$ cat src/rtl/lsu_pkg.sv
// Shared constants for the load/store unit: RV32I funct3 codes, FSM encoding
// and the alignment/legality helpers used by the request decoder.
package lsu_pkg;

  localparam logic [2:0] F3_B  = 3'd0;
  localparam logic [2:0] F3_H  = 3'd1;
  localparam logic [2:0] F3_W  = 3'd2;
  localparam logic [2:0] F3_BU = 3'd4;
  localparam logic [2:0] F3_HU = 3'd5;

  localparam logic [1:0] ST_IDLE = 2'd0;
  localparam logic [1:0] ST_RD   = 2'd1;
  localparam logic [1:0] ST_WR   = 2'd2;
  localparam logic [1:0] ST_RESP = 2'd3;

  function automatic logic is_illegal(input logic we, input logic [2:0] funct3);
    if (we)
      return (funct3 != F3_B) && (funct3 != F3_H) && (funct3 != F3_W);
    return (funct3 != F3_B) && (funct3 != F3_H) && (funct3 != F3_W) &&
           (funct3 != F3_BU) && (funct3 != F3_HU);
  endfunction

  // Same funct3 encodings cover both loads and stores for width selection.
  function automatic logic is_misaligned(input logic [2:0] funct3, input logic [1:0] addr_lo);
    case (funct3)
      F3_H, F3_HU: return addr_lo[0];
      F3_W:        return addr_lo != 2'd0;
      default:     return 1'b0;
    endcase
  endfunction

endpackage

$ cat src/rtl/load_store_unit_align.sv
// Combinational load extraction (sign/zero extension from byte lane 0) and
// read-modify-write merge of sub-word store data into the old memory word.
module load_store_unit_align
  import lsu_pkg::*;
#(
  parameter int XLEN = 32
) (
  input  logic [2:0]      funct3,
  input  logic [XLEN-1:0] load_word,
  input  logic [XLEN-1:0] store_old,
  input  logic [XLEN-1:0] store_data,
  output logic [XLEN-1:0] load_data,
  output logic [XLEN-1:0] store_word
);

  always_comb begin
    load_data = load_word;
    case (funct3)
      F3_B:    load_data = {{(XLEN-8){load_word[7]}}, load_word[7:0]};
      F3_BU:   load_data = {{(XLEN-8){1'b0}}, load_word[7:0]};
      F3_H:    load_data = {{(XLEN-16){load_word[15]}}, load_word[15:0]};
      F3_HU:   load_data = {{(XLEN-16){1'b0}}, load_word[15:0]};
      default: load_data = load_word;
    endcase
  end

  always_comb begin
    store_word = store_data;
    case (funct3)
      F3_B:    store_word = {store_old[XLEN-1:8], store_data[7:0]};
      F3_H:    store_word = {store_old[XLEN-1:16], store_data[15:0]};
      default: store_word = store_data;
    endcase
  end

endmodule

$ cat src/rtl/load_store_unit.sv
// Sequential RV32I load/store unit; sub-word stores use read-modify-write.
// Optional misalignment trapping is enabled by defining LSU_MISALIGN_TRAP_EN.
//
// state | meaning
// IDLE  | ready for a request, memory idle
// RD    | memory read (loads, and old word for SB/SH)
// WR    | memory write of full or merged word
// RESP  | one-cycle response pulse
module load_store_unit
  import lsu_pkg::*;
#(
  parameter int ADDR_W = 32,
  parameter int XLEN   = 32
) (
  input  logic              clk,
  input  logic              rst,
  input  logic              req_valid,
  output logic              req_ready,
  input  logic              req_we,
  input  logic [2:0]        req_funct3,
  input  logic [ADDR_W-1:0] req_addr,
  input  logic [XLEN-1:0]   req_wdata,
  output logic              rsp_valid,
  output logic [XLEN-1:0]   rsp_rdata,
  output logic              rsp_err,
  output logic              mem_rd,
  output logic              mem_wr,
  output logic              mem_cs_n,
  output logic [ADDR_W-1:0] mem_addr,
  output logic [XLEN-1:0]   mem_wdata,
  input  logic [XLEN-1:0]   mem_rdata
);

  logic [1:0]        state;
  logic              we_q;
  logic [2:0]        funct3_q;
  logic [ADDR_W-1:0] addr_q;
  logic [XLEN-1:0]   wdata_q;
  logic [XLEN-1:0]   rdata_q;
  logic [XLEN-1:0]   load_data;
  logic [XLEN-1:0]   store_word;
  logic              misalign_trap;

`ifdef LSU_MISALIGN_TRAP_EN
  assign misalign_trap = is_misaligned(req_funct3, req_addr[1:0]);
`else
  assign misalign_trap = 1'b0;
`endif

  load_store_unit_align #(.XLEN(XLEN)) u_align (
    .funct3     (funct3_q),
    .load_word  (mem_rdata),
    .store_old  (rdata_q),
    .store_data (wdata_q),
    .load_data  (load_data),
    .store_word (store_word)
  );

  always_ff @(posedge clk) begin
    if (rst) begin
      state     <= ST_IDLE;
      we_q      <= 1'b0;
      funct3_q  <= 3'd0;
      addr_q    <= '0;
      wdata_q   <= '0;
      rdata_q   <= '0;
      rsp_rdata <= '0;
      rsp_err   <= 1'b0;
    end else begin
      case (state)
        ST_IDLE: begin
          if (req_valid) begin
            we_q     <= req_we;
            funct3_q <= req_funct3;
            addr_q   <= req_addr;
            wdata_q  <= req_wdata;
            if (is_illegal(req_we, req_funct3) || misalign_trap) begin
              state     <= ST_RESP;
              rsp_err   <= 1'b1;
              rsp_rdata <= '0;
            end else if (req_we && (req_funct3 == F3_W)) begin
              state <= ST_WR;
            end else begin
              state <= ST_RD;
            end
          end
        end
        ST_RD: begin
          rdata_q <= mem_rdata;
          if (we_q) begin
            state <= ST_WR;
          end else begin
            state     <= ST_RESP;
            rsp_rdata <= load_data;
            rsp_err   <= 1'b0;
          end
        end
        ST_WR: begin
          state     <= ST_RESP;
          rsp_rdata <= '0;
          rsp_err   <= 1'b0;
        end
        default: state <= ST_IDLE;
      endcase
    end
  end

  // Address and data buses are forced to zero whenever the memory is deselected.
  always_comb begin
    req_ready = (state == ST_IDLE);
    rsp_valid = (state == ST_RESP);
    mem_rd    = (state == ST_RD);
    mem_wr    = (state == ST_WR);
    mem_cs_n  = !(mem_rd || mem_wr);
    mem_addr  = mem_cs_n ? '0 : addr_q;
    mem_wdata = mem_wr ? store_word : '0;
  end

endmodule
$ cat config.mk
export PLATFORM = sky130hd
export DESIGN_NAME = load_store_unit
export DESIGN_NICKNAME = d
export VERILOG_FILES = /design/src/rtl/lsu_pkg.sv /design/src/rtl/load_store_unit_align.sv /design/src/rtl/load_store_unit.sv
export SDC_FILE = /design/constraint.sdc
export NUM_CORES = 1
export LEC_CHECK = 0
export CAP_MARGIN = 5
export CORE_ASPECT_RATIO = 1.1
export CORE_MARGIN = 2
export CORE_UTILIZATION = 30
export CTS_CLUSTER_DIAMETER = 30
export DETAILED_ROUTE_END_ITERATION = 7
export GPL_ROUTABILITY_DRIVEN = 0
export PLACE_DENSITY_LB_ADDON = 0.12
export SLEW_MARGIN = 30
export SYNTH_ARGS = -nofsm -noshare
export SYNTH_HDL_FRONTEND = slang
export SYNTH_SLANG_ARGS = --single-unit
$ cat constraint.sdc
create_clock -name clk -period 3.3 [get_ports clk]
set_clock_uncertainty 0.15 [all_clocks]
set_input_delay 0.66 -clock clk [delete_from_list [all_inputs] [get_ports clk]]
set_output_delay 0.66 -clock clk [all_outputs]
set_load 0.01 [all_outputs]
==> results of run 1 <==
==> path summary, 6_finish.rpt <==
check | endpoint | cells after the start | start | slack [ps]
max | mem_wdata[15] | 5 | state[0]$_SDFFE_PP0N_ | 150
min | wdata_q[6]$_SDFFE_PP0P_ | 2 | wdata_q[6]$_SDFFE_PP0P_ | 300
max reg2reg | rsp_rdata[23]$_SDFFE_PP0P_ | 5 | state[1]$_SDFFE_PP0N_ | 620
min reg2reg | wdata_q[6]$_SDFFE_PP0P_ | 2 | wdata_q[6]$_SDFFE_PP0P_ | 300
==> area by class of cell <==
| class | instances | area share [%] |
|---|---|---|
| timing repair buffer | 217 | 26.0 |
| tap | 238 | 3.55 |
| inverter | 4 | 0.179 |
| clock buffer | 18 | 5.12 |
| multi-input combinational | 507 | 32.6 |
| sequential | 127 | 30.3 |
| clock inverter | 14 | 2.28 |
==> per-layer routing <==
| metal | wire length [µm] | part of all wire, % | up-vias |
|---|---|---|---|
| met4 | 367 | 2.1 | 0 |
| li1 | - | - | 2678 |
| met3 | 1230 | 7.2 | 26 |
| met5 | 0 | 0 | - |
| met1 | 7730 | 45 | 2439 |
| met2 | 7790 | 45 | 163 |
==> power by group <==
part	total [mW]	internal (mW)	switching [mW]
clock network	1.97	1.26	0.707
registers	1.96	1.81	0.149
logic	2.15	0.948	1.20
total	6.08	4.02	2.06
==> through the flow <==
stage                     utilization [%]  instance area [µm²]  total power, mW
after floorplan                         -                 5500             3.26
after global placement               43.5                 7750             4.12
after detailed placement             43.6                 7760             4.16
after CTS                            47.1                 8380             6.16
after global routing                 47.1                 8380             6.43
final                                47.1                 8380             6.08
==> layout by cell type (no fill, tap or decap), types with 2 or more instances in the layout <==
cell type / n
clkinv_4: 2
nand4b_1: 8
o31ai_1: 2
mux2i_1: 25
nor2b_1: 2
buf_12: 3
nor2_1: 26
inv_1: 4
a21boi_1: 24
o21ai_0: 25
and2_1: 40
a21oi_2: 2
nand2b_1: 17
clkinvlp_4: 4
o21ai_1: 11
dfxtp_1: 127
o22ai_1: 6
o22ai_2: 10
bufinv_16: 4
ha_1: 3
nand4_1: 8
buf_4: 11
a21oi_1: 95
or3_1: 2
nor2_2: 2
clkdlybuf4s50_1: 203
nand2_1: 189
clkbuf_16: 17
clkinv_2: 3
==> sequential cells by signal, indices dropped and copies added, names as in the netlist <==
name       count
rsp_err        1
addr_q        32
rdata_q       24
rsp_rdata     32
wdata_q       32
we_q           1
funct3_q       3
state          2
==> worst register-to-register path, cell delays in order (launching register included) <==
cell     delay [ps]
dfxtp_1         340
inv_1           100
ha_2            570
a21o_1          520
or3_1           670
o22ai_1         190
==> cells by family (layout without fill, tap and decap cells) <==
family,count (synthesis),in the layout,share of synthesized area (%)
flops,127,127,46.2
simple gates,299,299,24.7
compound gates,179,179,19.3
buf+inv,59,253,4.35
mux,25,25,4.55
fa+ha+maj,4,4,0.910
==> run_results.csv, run 1 <==
group,metric,value,unit
routing,viasPerCell,4.72,
clock_tree,cts-buffers-inserted,17,
setup_path,worstPathRequired,2490,ps
setup_path,path_cells,"inv_1 > ha_1 > buf_12 > a21boi_1 > clkdlybuf4s50_1",
routing,vias,5306,
sta,grt_setup_unrepaired,"false",
power_and_ir_drop,ir_drop,0.362,mV
global_route,grt_use_total,17.5,%
cells_and_area,synthToLayoutAreaGrowth,52.4,%
sta,drv_slew,0,
global_route,grt_use_met1,21.4,%
setup_path,cpPeakStageDelay,590,ps
synthesis,ys.flop_type,"dfxtp_1",
routing,drc,0,
cells_and_area,drive_above_1_share,7.22,%
setup_path,cp_max_fo,24,
power_and_ir_drop,p_leak,2.92,nW
synthesis,synth_most_common_cell,"nand2_1",
cells_and_area,fin_nets,981,
sta,slew_headroom,51.9,%
sta,setup_viol,0,
routing,routed_wl,17100,µm
global_route,grt_remaining_overflow,0,
global_route,use_met3,5.71,%
setup_path,critPathBufInv,3,
sta,tightest_slew,722,ps
die,core,0.0178,mm²
cells_and_area,fin_cells,1125,
cells_and_area,multiInputGateArea,0.00273,mm²
global_route,grt_max_degree,61,
synthesis,yosys-top-cells-area,"dfxtp_1 (46%), nand2_1 (13%), a21oi_1 (8.7%)",
clock_tree,cts_sinks,127,
synthesis,syn_area,0.00550,mm²
sta,period_minus_slack,3150,ps
global_route,antenna_found_initial,0,
global_route,use_met2,28.5,%
clock_tree,ctsHoldBuffers,0,
setup_path,crit_path_end_kind,"output port",
setup_path,cp_slowest_cell,"clkdlybuf4s50_1",
setup_path,cp_top_family,"buffers and inverters",
clock_tree,cts_tree,"built",
synthesis,synth_seq_area_share,46.2,%
outcome,status,"finished, final reports clean",
clock_tree,clk_latency,410,ps
synthesis,synth_cell_types,32,
synthesis,yosysTopAreaCellShare,46.2,%
clock_tree,clkTransAtPathRegs,60,ps
routing,drt_first_pass_iters,4,
placed_design,port_buffers,204,
setup_path,cp.arrival,2340,ps
synthesis,synth_edf_count,0,
placed_design,pre_cts_slack,447,ps
setup_path,worstSetupPathType,"register to output port",
sta,final_hold_viol_count,0,
synthesis,yosys_warnings,0,
synthesis,async_reset_ff_share,0,%
cells_and_area,ff_latch_area,0.00254,mm²
clock_tree,post_cts_buffers,0,
placed_design,placed_cells,1093,
die,fp.dieW,133,µm
synthesis,synth_cells,693,
synthesis,synth_common_cells,"nand2_1 (190), dfxtp_1 (127), a21oi_1 (96)",
setup_path,critPathLaunchType,"register",
routing,routedWlPerCell,15.2,µm
sta,worst_slack,149,ps
synthesis,synth.ff_latch_count,127,
synthesis,syn-num-nets,800,
sta,fin_crit_sh,95.5,%
clock_tree,cts_resized,0,
routing,drt_iter0_drc,295,
die,die-area,0.0194,mm²
sta,fmax,317,MHz
cells_and_area,antenna_cells,0,
die,die_height,146,µm
sta,whs,298,ps
die,ios,205,
power_and_ir_drop,p_per_area,725,mW/mm²
global_route,grt_busiest_layer,"met2",
placed_design,dp_hpwl,12300,µm
global_route,first_global_vias,5243,
routing,drt.antenna.violating_nets,0,
clock_tree,cts.path.max_buffers,2,
cells_and_area,fill_cells,1753,
die,rows,51,
hold_path,worstHoldPathType,"register to register",
run,cap_violations,0,
sta,setup-tns-final,0,ps
global_route,grt_pass1_wl,27400,µm
synthesis,avgSynthCellArea,7.93,µm²
die,start_util,30.9,%
clock_tree,cts_root_buf,"clkbuf_16",
clock_tree,h-tree-depth,4,
synthesis,synth_top_area_cell,"dfxtp_1",
Power figures use the tool's default switching activity.
==> run 2: changes to the inputs <==
- CORE_UTILIZATION: 30 -> 48
==> run_results.csv, run 2 (same netlist as run 1, synthesis figures left out) <==
group,metric,value,unit
outcome,status,"finished, final reports clean",
cells_and_area,layout_commonest_cell,"clkdlybuf4s50_1",
placed_design,dpl-instance-area,0.00764,mm²
routing,drt_first_pass_iters,6,
routing,met3_length,1270,µm
routing,viasPerCell,5.19,
die,die-area,0.0123,mm²
sta,final_hold_viol_count,0,
cells_and_area,design_area,0.00830,mm²
cells_and_area,fin_nets,982,
clock_tree,cts.path.max_buffers,2,
routing,routed_wl,15600,µm
sta,setup-tns-final,0,ps
setup_path,cpPeakStageDelay,550,ps
global_route,grt_use_total,25.4,%
routing,drt.antenna.violating_nets,0,
sta,fin_crit_sh,95.0,%
clock_tree,clk_latency,400,ps
setup_path,startpoint,"funct3_q[0]$_SDFFE_PP0P_",
routing,wirelength_met1,6530,µm
setup_path,rrSetupSlack,920,ps
setup_path,cp_slowest_cell,"clkdlybuf4s50_1",
cells_and_area,mostFrequentLayoutCells,"clkdlybuf4s50_1 (203), nand2_1 (189), dfxtp_1 (127)",
clock_tree,post_cts_buffers,0,
setup_path,worstSetupPathType,"register to output port",
sta,fmax,319,MHz
routing,drc,0,
die,die_height,116,µm
clock_tree,clkTransAtPathRegs,50,ps
setup_path,worstPathRequired,2490,ps
cells_and_area,fin_cells,1038,
sta,slew_headroom,43.8,%
clock_tree,cts-buffers-inserted,17,
run,cap_violations,0,
power_and_ir_drop,p_leak,2.94,nW
die,fp.dieW,106,µm
sta,worst_slack,166,ps
placed_design,dp_hpwl,10900,µm
cells_and_area,synthToLayoutAreaGrowth,50.9,%
cells_and_area,fin_util,73.2,%
routing,drt_iter0_drc,256,
die,rows,41,
hold_path,holdPathEnd,"addr_q[31]$_SDFFE_PP0P_",
sta,whs,298,ps
setup_path,path_cells,"or2_0 > nor2_2 > buf_4 > nand2_1 > a21boi_1 > clkdlybuf4s50_1",
global_route,antenna_found_initial,0,
setup_path,crit_path_end_kind,"output port",
routing,top_layer_used,"met4",
clock_tree,h-tree-depth,4,
die,ios,205,
hold_path,hold_start,"addr_q[31]$_SDFFE_PP0P_",
hold_path,worstHoldPathType,"register to register",
setup_path,critPathBufInv,2,
placed_design,placed_cells,1006,
setup_path,reg2reg_to,"rsp_rdata[22]$_SDFFE_PP0P_",
setup_path,critPathLaunchType,"register",
setup_path,worstRegToRegCells,5,
clock_tree,cts_root_buf,"clkbuf_16",
power_and_ir_drop,ir_drop,0.551,mV
setup_path,cp_max_fo,9,
die,start_util,48.5,%
global_route,first_global_vias,5242,
routing,dr_wl_met2,7540,µm
setup_path,r2r-start,"state[1]$_SDFFE_PP0N_",
global_route,grt_pass1_wl,25200,µm
placed_design,pre_cts_slack,459,ps
routing,routedWlPerCell,15.0,µm
clock_tree,cts_sinks,127,
sta,drv_slew,0,
global_route,grt_remaining_overflow,0,
setup_path,cp.arrival,2320,ps
setup_path,cp_top_family,"buffers and inverters",
cells_and_area,fill_cells,893,
die,core,0.0113,mm²
cells_and_area,antenna_cells,0,
sta,grt_setup_unrepaired,"false",
power_and_ir_drop,finalPower,6.14,mW
clock_tree,cts_tree,"built",
sta,setup_viol,0,
sta,tightest_slew,843,ps
cells_and_area,drive_above_1_share,7.32,%
routing,vias,5388,
global_route,grt_max_degree,83,
sta,period_minus_slack,3130,ps
hold_path,whs_path_depth,2,
power_and_ir_drop,p_per_area,740,mW/mm²
placed_design,port_buffers,204,
cells_and_area,top_regs,"addr_q (32), rsp_rdata (32), wdata_q (32)",
[run 2: changes by cell type in the layout (fill, tap and decap cells not counted)]
| cell | delta |
|---|---|
| buf_12 | -1 |
| buf_4 | +2 |
| bufinv_16 | +1 |
| clkbuf_8 | +1 |
| clkinv_2 | -2 |
[run 2: routing by layer]
| layer | global-route usage [%] | vias up |
|---|---|---|
| met3 | 9.32 | 22 |
| met1 | 30.9 | 2499 |
| li1 | - | 2675 |
| met2 | 41.2 | 192 |
| met5 | 0 | - |
| met4 | 10.5 | 0 |
[run 2: where the power goes]
part,switching [mW],internal [mW]
combinational,1.19,0.943
clock,0.680,1.36
sequential,0.149,1.81
[run 2: tightest hold or removal path, stage by stage (launching register included)]
cell     delay (ps)
dfxtp_1         300
nand2_1          50
a21oi_1          50
[run 2: layout make-up]
class	instances	area, µm²	area share [%]
clock buffer	19	443	5.34
timing repair buffer	218	2170	26.1
multi-input combinational	507	2730	32.9
sequential	127	2540	30.6
clock inverter	13	211	2.55
tap	150	188	2.26
inverter	4	15.0	0.181
[run 2: what timing repair did]
| action | 4_1_cts | 5_1_grt |
|---|---|---|
| gates resized for setup | 0 | 1 |
| setup endpoints to repair | 0 | 5 |
| hold buffers | 0 | 0 |
[run 2: worst max path at each step]
stage,endpoint,slack [ps],depth (start not counted)
finish,mem_wdata[8],170,6
CTS,mem_wdata[8],70,6
detailed placement,rsp_rdata[22]$_SDFFE_PP0P_,460,5
floorplan,mem_wdata[21],1070,6
global placement,rsp_rdata[27]$_SDFFE_PP0P_,560,5
global route,mem_wdata[8],30,6
==> run 3: changes to the inputs <==
- SLEW_MARGIN: 30 -> not set
==> run_results.csv, run 3 (same netlist as run 1, synthesis figures left out) <==
group,metric,value,unit
cells_and_area,antenna_cells,0,
setup_path,r2r-start,"state[1]$_SDFFE_PP0N_",
routing,routed_wl,15600,µm
sta,period_minus_slack,3080,ps
sta,setup_viol,0,
setup_path,reg2reg_to,"rsp_rdata[22]$_SDFFE_PP0P_",
clock_tree,cts-buffers-inserted,17,
global_route,grt_remaining_overflow,0,
sta,fin_crit_sh,93.3,%
routing,drt_iter0_drc,235,
sta,drv_slew,0,
clock_tree,cts.path.max_buffers,2,
power_and_ir_drop,p_leak,2.88,nW
die,die-area,0.0123,mm²
hold_path,whs_path_depth,2,
placed_design,pre_cts_slack,455,ps
die,rows,41,
setup_path,rrSetupSlack,910,ps
die,start_util,48.5,%
routing,viasPerCell,5.19,
setup_path,worstRegToRegCells,5,
sta,grt_setup_unrepaired,"false",
power_and_ir_drop,finalPower,5.69,mW
cells_and_area,fin_util,71.8,%
sta,final_hold_viol_count,0,
routing,vias,5357,
power_and_ir_drop,p_per_area,699,mW/mm²
global_route,use_met3,8.93,%
clock_tree,clk_latency,410,ps
cells_and_area,mostFrequentLayoutCells,"clkdlybuf4s50_1 (203), nand2_1 (189), dfxtp_1 (127)",
sta,fmax,325,MHz
routing,drt.antenna.violating_nets,0,
cells_and_area,fin_nets,982,
sta,slew_headroom,20.5,%
cells_and_area,drive_above_1_share,6.23,%
sta,worst_slack,222,ps
cells_and_area,top_regs,"addr_q (32), rsp_rdata (32), wdata_q (32)",
global_route,first_global_vias,5178,
hold_path,worstHoldPathType,"register to register",
setup_path,path_cells,"or2_1 > nand2_1 > a21boi_1 > clkdlybuf4s50_1",
sta,tightest_slew,1190,ps
setup_path,worstPathRequired,2490,ps
die,ios,205,
outcome,status,"finished, final reports clean",
clock_tree,clkTransAtPathRegs,50,ps
hold_path,hold_start,"addr_q[31]$_SDFFE_PP0P_",
clock_tree,ctsHoldBuffers,0,
run,cap_violations,0,
setup_path,critPathLaunchType,"register",
global_route,grt_busiest_layer,"met2",
cells_and_area,design_area,0.00814,mm²
global_route,grt_use_total,25.6,%
global_route,use_met2,41.3,%
setup_path,crit_path_end_kind,"output port",
global_route,grt_use_met1,31.3,%
power_and_ir_drop,ir_drop,0.424,mV
die,core,0.0113,mm²
clock_tree,cts_sinks,127,
setup_path,cp_max_fo,16,
global_route,antenna_found_initial,0,
die,die_height,116,µm
routing,drc,0,
placed_design,dpl-instance-area,0.00764,mm²
setup_path,cp_slowest_cell,"clkdlybuf4s50_1",
clock_tree,h-tree-depth,4,
sta,setup-tns-final,0,ps
routing,routedWlPerCell,15.1,µm
cells_and_area,layout_commonest_cell,"clkdlybuf4s50_1",
setup_path,worstSetupPathType,"register to output port",
routing,drt_first_pass_iters,5,
clock_tree,cts_tree,"built",
placed_design,port_buffers,204,
global_route,grt_pass1_wl,25200,µm
clock_tree,post_cts_buffers,0,
placed_design,dp_hpwl,11000,µm
global_route,grt_max_degree,83,
clock_tree,cts_root_buf,"clkbuf_16",
setup_path,cp.arrival,2270,ps
cells_and_area,synthToLayoutAreaGrowth,48.0,%
hold_path,holdPathEnd,"addr_q[31]$_SDFFE_PP0P_",
setup_path,cpPeakStageDelay,580,ps
die,fp.dieW,106,µm
## run 3: changes by cell type in the layout (fill, tap and decap cells not counted), sizes merged
cell      change
inv           -1
bufinv        -5
clkbuf        +6
clkinv        -1
clkinvlp      -4
## run 3: how the worst max path moves through the flow
stage	startpoint	end	slack [ps]
global route	funct3_q[2]$_SDFFE_PP0P_	mem_wdata[27]	80
finish	funct3_q[2]$_SDFFE_PP0P_	mem_wdata[19]	220
floorplan	funct3_q[1]$_SDFFE_PP0P_	mem_wdata[21]	1070
detailed placement	req_funct3[2]	rsp_rdata[22]$_SDFFE_PP0P_	450
global placement	req_funct3[2]	rsp_rdata[27]$_SDFFE_PP0P_	560
CTS	funct3_q[0]$_SDFFE_PP0P_	mem_wdata[11]	70
## run 3: power breakdown
part	internal, mW	total (mW)	switching [mW]
logic	0.942	2.13	1.19
clock network	0.993	1.60	0.602
registers	1.81	1.96	0.148
total	3.75	5.69	1.94
## run 3: per-layer routing
layer	vias to the layer above	routed length [µm]	share of wire (%)
met4	0	353	2.3
met3	27	1240	7.9
met5	-	0	0
met1	2470	6640	43
li1	2667	-	-
met2	193	7330	47
## run 3: layout make-up
class	instances	area, µm²
Clock buffer	25	485
Clock inverter	2	10.0
Fill cell	914	3200
Inverter	4	15.0
Multi-Input combinational cell	507	2730
Sequential cell	127	2540
Tap cell	150	188
Timing Repair Buffer	218	2170
## run 3: worst max-delay path, delay by kind of cell (launching register included)
family / cells / cell delay, ps
flip-flops: 1 / 440
AO/OA/AOI/OAI: 1 / 250
AND/OR/NAND/NOR: 2 / 590
buffers and inverters: 1 / 580
## run 3: timing repair
| item | CTS | global route |
|---|---|---|
| endpoints found under the setup margin | 0 | 5 |
| resized for setup | 0 | 2 |
| endpoints found under the hold margin | 0 | 0 |
## run 3: metrics by stage
stage / std cells / hold WS, ps
after floorplan: 693 / 282
after global placement: 1006 / 287
after detailed placement: 1006 / 292
after CTS: 1033 / 299
after global routing: 1033 / 319
final: 1033 / 298
